### src/rtl/marvin_timer_pkg.sv
// Shared types and defaults for the tick timer and other slow-tick consumers.
package marvin_timer_pkg;

  typedef enum logic [1:0] {
    IDLE   = 2'd0,
    RUN    = 2'd1,
    PAUSE  = 2'd2,
    EXPIRE = 2'd3
  } timer_state_e;

  localparam int TIMER_W_DEFAULT = 16;

endpackage

### src/rtl/rise_strobe.sv
// Two-flop register of a slow level and a one-cycle strobe on its rising edge.
module rise_strobe (
  input  logic clk,
  input  logic rst,
  input  logic d,
  output logic stb
);

  logic q1;
  logic q2;

  always_ff @(posedge clk or posedge rst) begin
    if (rst) begin
      q1 <= 1'b0;
      q2 <= 1'b0;
    end else begin
      q1 <= d;
      q2 <= q1;
    end
  end

  assign stb = q1 & ~q2;

endmodule

### src/rtl/tick_timer.sv
// Programmable down-counter advanced by rising edges of a slow tick level.
// Define MARVIN_TIMER_AUTORELOAD_EN to make the timer periodic (reload on expiry).
//
//  state  | meaning
//  IDLE   | stopped; waits for start with a non-zero count
//  RUN    | decrementing on each tick strobe
//  PAUSE  | count held, ticks ignored until start
//  EXPIRE | one-cycle expiry pulse, count is 0
module tick_timer
  import marvin_timer_pkg::*;
#(
  parameter int W = TIMER_W_DEFAULT
) (
  input  logic         clk,
  input  logic         rst,
  input  logic         tick_in,
  input  logic         load,
  input  logic [W-1:0] load_val,
  input  logic         start,
  input  logic         stop,
  output logic         busy,
  output logic         expired,
  output logic [W-1:0] cnt_out
);

  timer_state_e state;
  timer_state_e nxt_state;
  logic [W-1:0] cnt;
  logic [W-1:0] nxt_cnt;
  logic         tick_stb;

  rise_strobe u_rise_strobe (
    .clk (clk),
    .rst (rst),
    .d   (tick_in),
    .stb (tick_stb)
  );

`ifdef MARVIN_TIMER_AUTORELOAD_EN
  logic [W-1:0] reload;

  always_ff @(posedge clk or posedge rst) begin
    if (rst) begin
      reload <= '0;
    end else if (load) begin
      reload <= load_val;
    end
  end
`endif

  always_comb begin
    nxt_state = state;
    nxt_cnt   = cnt;
    if (load) begin
      nxt_cnt   = load_val;
      nxt_state = IDLE;
    end else begin
      case (state)
        IDLE: begin
          if (!stop && start && (cnt != '0)) nxt_state = RUN;
        end
        RUN: begin
          // start while already running is a no-op and does not swallow the tick
          if (stop) begin
            nxt_state = PAUSE;
          end else if (tick_stb) begin
            if (cnt == W'(1)) begin
              nxt_cnt   = '0;
              nxt_state = EXPIRE;
            end else if (cnt != '0) begin
              nxt_cnt = cnt - W'(1);
            end
          end
        end
        PAUSE: begin
          if (!stop && start) nxt_state = RUN;
        end
        EXPIRE: begin
`ifdef MARVIN_TIMER_AUTORELOAD_EN
          if (reload != '0) begin
            nxt_cnt   = reload;
            nxt_state = RUN;
          end else begin
            nxt_state = IDLE;
          end
`else
          nxt_state = IDLE;
`endif
        end
        default: nxt_state = IDLE;
      endcase
    end
  end

  // outputs are registered decodes of the next state so they align with state
  always_ff @(posedge clk or posedge rst) begin
    if (rst) begin
      state   <= IDLE;
      cnt     <= '0;
      busy    <= 1'b0;
      expired <= 1'b0;
    end else begin
      state   <= nxt_state;
      cnt     <= nxt_cnt;
      busy    <= (nxt_state == RUN) || (nxt_state == PAUSE);
      expired <= (nxt_state == EXPIRE);
    end
  end

  assign cnt_out = cnt;

endmodule

### config.mk
export PLATFORM = sky130hd
export DESIGN_NAME = tick_timer
export DESIGN_NICKNAME = d
export VERILOG_FILES = /design/src/rtl/marvin_timer_pkg.sv /design/src/rtl/rise_strobe.sv /design/src/rtl/tick_timer.sv
export SDC_FILE = /design/constraint.sdc
export NUM_CORES = 1
export LEC_CHECK = 0
export CORE_MARGIN = 5
export CORE_UTILIZATION = 47
export CTS_BUF_LIST = sky130_fd_sc_hd__clkbuf_16
export DETAILED_ROUTE_END_ITERATION = 8
export PLACE_DENSITY_LB_ADDON = 0.05
export SLEW_MARGIN = 20
export SYNTH_ARGS = -nofsm -noshare
export SYNTH_HDL_FRONTEND = slang
export SYNTH_HIERARCHICAL = 1
export SYNTH_SLANG_ARGS = --single-unit
### constraint.sdc
create_clock -name clk -period 2.7 [get_ports clk]
set_clock_uncertainty 0.2 [all_clocks]
set_input_delay 0.405 -clock clk [delete_from_list [all_inputs] [get_ports clk]]
set_output_delay 0.405 -clock clk [all_outputs]
set_load 0.02 [all_outputs]
---- Word level (Yosys, flattened, before mapping) ----
Index checks and enable logic that the tools add are counted.
word-level totals
  bits in registers ....................... 22
  bits of input ports ..................... 22
  output and inout port bits .............. 18
cells by class
  add/sub/neg operators ................... 1
  equality and inequality tests ........... 8
  mux-type cells .......................... 13
  bitwise gates (word level) .............. 2
  reduce and logical (&&, ||, !) cells .... 10
operator list
  cell                                                   number
  2-to-1 mux 16 bit                                      6
  equality test 16 x 1 -> 1 bit (second input constant)  1
  nonzero test 16 bit                                    1
  subtractor 16 x 1 -> 16 bit (second input constant)    1
  2-to-1 mux 2 bit                                       6
  equality test 2 bit (second input constant)            4
  one-hot mux 2 bit (4 select lines)                     1
  equality test 2 x 1 -> 1 bit (second input constant)   2
  AND reduction 4 bit                                    1
  nonzero test 2 bit                                     2
  nonzero test 3 bit                                     1
  logical AND 1 bit                                      2
  logical NOT 2 bit                                      1
  inequality test 2 bit (second input constant)          1
  bitwise AND 1 bit                                      1
  logical NOT 1 bit                                      1
  logical OR 1 bit                                       1
  inverter 1 bit                                         1

---- Longest topological paths before layout ----
  depth in word-level cells ............... 8
  mapped depth ............................ 9
  depth with buffers taken out ............ 7

---- By module ----
The synthesis kept the hierarchy.
by module, submodules not included
  module       times used  cells an instance  area each (µm²)  sequential area each (µm²)
  tick_timer   1           147                1,275.0          500.5
  rise_strobe  1           4                  67.6             50.0

---- Least setup slack after synthesis ----
No wires, ideal clock.
  path type ............................... register to register
  from .................................... reg cnt[6], in the netlist cnt_out[6]
  to ...................................... reg busy
  library setup time ...................... 126 ps
  arrival ................................. 2,113 ps
  required time ........................... 2,374 ps
  slack ................................... 261 ps
  cell stages (with the launch flop) ...... 8
  path through ............................ dfrtp_1 nor4_1 and4_1 buf_2 buf_4 a21oi_1 o41ai_1 ha_1
on the way
  longest elaborated chain between the ends .. 8
  elaborated cells on any way between the ends .. 12
  those cells by class .................... eq/ne: 3; mux: 6; reduce/logical: 3
ends and longest elaborated chain
  element                                                              RTL line           RTL
  from (decl)                                                          tick_timer.sv:28   logic [W-1:0] cnt;
  from (signal assigned)                                               tick_timer.sv:104  cnt <= nxt_cnt;
  equality test 16 x 1 -> 1 bit                                        tick_timer.sv:67   if (cnt == W'(1)) begin
  2-to-1 mux 2 bit                                                     tick_timer.sv:67
  2-to-1 mux 2 bit                                                     tick_timer.sv:66   end else if (tick_stb) begin
  2-to-1 mux 2 bit                                                     tick_timer.sv:64   if (stop) begin
  one-hot mux 2 bit (4 select lines) (*)                               tick_timer.sv:58   case (state)
  2-to-1 mux 2 bit (*)                                                 tick_timer.sv:54   if (load) begin
  net nxt_state[1]                                                     tick_timer.sv:27   timer_state_e nxt_state;
  equality test 2 x 1 -> 1 bit or equality test 2 bit (tied branches)  tick_timer.sv:105  busy <= (nxt_state == RUN) || (nxt_state == PAUSE);
  logical OR 1 bit (*)                                                 tick_timer.sv:105
  to (signal assigned)                                                 tick_timer.sv:105
  to (decl)                                                            tick_timer.sv:21   output logic busy,
Mark *: on every way through the listed nets, which the timed path passes. The rest lies on a longest branch.
A chain may end at the register's enable or synchronous reset.

---- Final worst setup path ----
  from .................................... reg cnt[0], in the netlist cnt_out[0]
  to ...................................... reg busy
Same word-level chain as after synthesis.

==> impl_metrics.toml <==
[floorplanning]
start_util_pct = 48.7
fp.coreArea_um2 = 2760
fp.dieH_um = 63.4
die_area_um2 = 4030
ios = 40
num_rows = 19
die_x_um = 63.4

[setup_path]
worstPathArrival_ns = 2.44
end_kind = "flop"
crit_fanout = 5
worstSetupPathType = "flop to flop"
rrSetupSlack_ns = 0.20
reg2reg_to = "busy"
critPathRequiredTime_ns = 2.64
cp-start-kind = "flop"
r2r_cells = 7
reg2reg_from = "cnt_out[0]"

[synth]
synth.avg_cell_area_um2 = 8.89
yosysSeqAreaShare_pct = 41.0
async_reset_ff_share_pct = 100
synth-main-ff-cell = "dfrtp_1"
syn_nets = 176
synth_edf_count = 0
synth_cells = 151
synth_cell_type_count = 36
yosysWarnings = 6
ys_ff_latch = 22
synthesis.area_um2 = 1340

[clock_network]
cts_setup_buffers = 0
worstSkewPairLatency_ns = 0.26
numCtsBuffers = 3
cts-root-buf = "clkbuf_16"
clock-sinks = 22
cts_tree = "done"
htreeDepth = 1
clk_pin_slew_ns = 0.06
clock_path_buffers = 2

[detailed_routing]
routedWlPerCell_um = 17.3
met2WireLength_um = 1900
wl_met3_um = 255
ant_nets = 0
first_pass_iters = 4
top_layer_used = "met4"
drt-vias-per-instance = 6.12
wl_met1_um = 1680
wl_um = 3900
drt-initial-drc-count = 54
drc_errors = 0
vias = 1384

[timing]
tns_ns = 0
hold_viol = 0
slew_headroom_pct = 46.8
finalCritPeriodShare_pct = 92.5
max_freq_mhz = 400
setup_viol_count_final = 0
period_minus_slack_ns = 2.50
tightest_slew_ns = 0.797
maxSlewViolCount = 0
worst_slack_ns = 0.202
rsz0062_at_grt = "no"

[finish]
layout_commonest_cell = "clkdlybuf4s50_1"
postLayoutCellArea_um2 = 1870
final_cells = 226
syn2layout_area_growth_pct = 39.4
fin_util_pct = 67.9
diodes = 0
layout-drive-gt1-share_pct = 8.72
final_cell_mix = "clkdlybuf4s50_1, dfrtp_1, o21ai_0"
nNetsFinal = 221

[power]
power.density_nw_per_um2 = 493
vdd_drop_max_mv = 0.334
cellLeakagePower_uw = 0.000742

[placed_design]
post-place-ws_ns = 0.123
portBuffers = 39
gp_congestion = 0.903
dpl.hpwl_um = 2880
place_area_um2 = 1790
dp_cells = 222

[grt]
antenna_found_initial = 0
gr-usage-all-layers_pct = 20.3
overflow = 0
grt_pass1_wl_um = 6560
grt_start_max_net_pins = 22
grt_pass1_vias = 1320

[min_path]
hp-class = "primary input to asynchronous set/reset pin"

[outcome]
outcome = "finished clean"

[flow_run]
max_cap_violations = 0
flip-flops by register name (all words and copies together), names as in the netlist:
| signal | cells |
|---|---|
| cnt_out | 16 |
| state | 2 |
| expired | 1 |
| u_rise_strobe/q2 | 1 |
| busy | 1 |
| u_rise_strobe/q1 | 1 |
cell usage after synthesis, types with 3 or more instances:
| cell | number | area, µm² |
|---|---|---|
| nor2_1 | 13 | 48.8 |
| a2bb2oi_1 | 6 | 52.6 |
| nor4_1 | 5 | 31.3 |
| o21ai_1 | 3 | 15.0 |
| or4_1 | 3 | 22.5 |
| ha_1 | 3 | 37.5 |
| inv_1 | 11 | 41.3 |
| nor3_1 | 6 | 30.0 |
| dfrtp_1 | 22 | 551 |
| a21oi_1 | 11 | 55.1 |
| a31oi_1 | 8 | 50.1 |
| buf_2 | 3 | 15.0 |
| o211ai_1 | 4 | 30.0 |
| nand2_1 | 11 | 41.3 |
| o21ai_0 | 14 | 70.1 |
what timing repair did:
action,in CTS,in global routing
hold buffers,0,0
setup endpoints to repair,0,2
gates resized for setup,0,1
final cells by class:
type                            count  area, µm²
Clock buffer                        3       75.1
Clock inverter                      1       3.75
Fill cell                         234        886
Inverter                           11       41.3
Multi-Input combinational cell    110        704
Sequential cell                    22        551
Tap cell                           31       38.8
Timing Repair Buffer               48        458
metrics by stage:
stage                     power (µW)  hold slack [ns]
after floorplan                  494          -0.0538
after global placement           599            0.166
after detailed placement         604            0.176
after CTS                        923            0.126
after global routing             971            0.155
final                            922            0.127
per-layer routing:
layer	GRT usage, %	up-vias
met2	31.2	79
met1	28.6	640
met4	8.31	0
met3	2.49	8
li1	-	657
met5	0	-
cell families after synthesis:
group / Yosys count / synth area share [%]
AND/OR/NAND/NOR: 49 / 20.9
multiplexers: 3 / 2.33
buffers and inverters: 19 / 6.99
flip-flops: 22 / 41.0
adder cells (fa/ha/maj): 3 / 2.80
AO/OA/AOI/OAI: 55 / 26.0
critical path, cell delays in order (launching register included):
cell and delay (ns):
dfrtp_1 0.43, inv_1 0.13, ha_1 0.17, or3b_2 0.54, o41ai_1 0.33, mux2_2 0.23, nor3_1 0.06, ha_1 0.29
report_power, final:
group | total, µW | switching [µW] | internal [µW]
Clock | 321 | 124 | 198
Sequential | 393 | 37.4 | 355
Combinational | 208 | 101 | 107
worst max path at each step:
stage                          start          end  depth (start not counted)
after floorplan           cnt_out[6]         busy                          7
after global placement    cnt_out[9]         busy                          6
after detailed placement        stop  cnt_out[14]                          6
after CTS                 cnt_out[8]         busy                          6
after global routing      cnt_out[0]         busy                          7
final                     cnt_out[0]         busy                          7
Note: power is estimated with default switching activity, not from simulation.
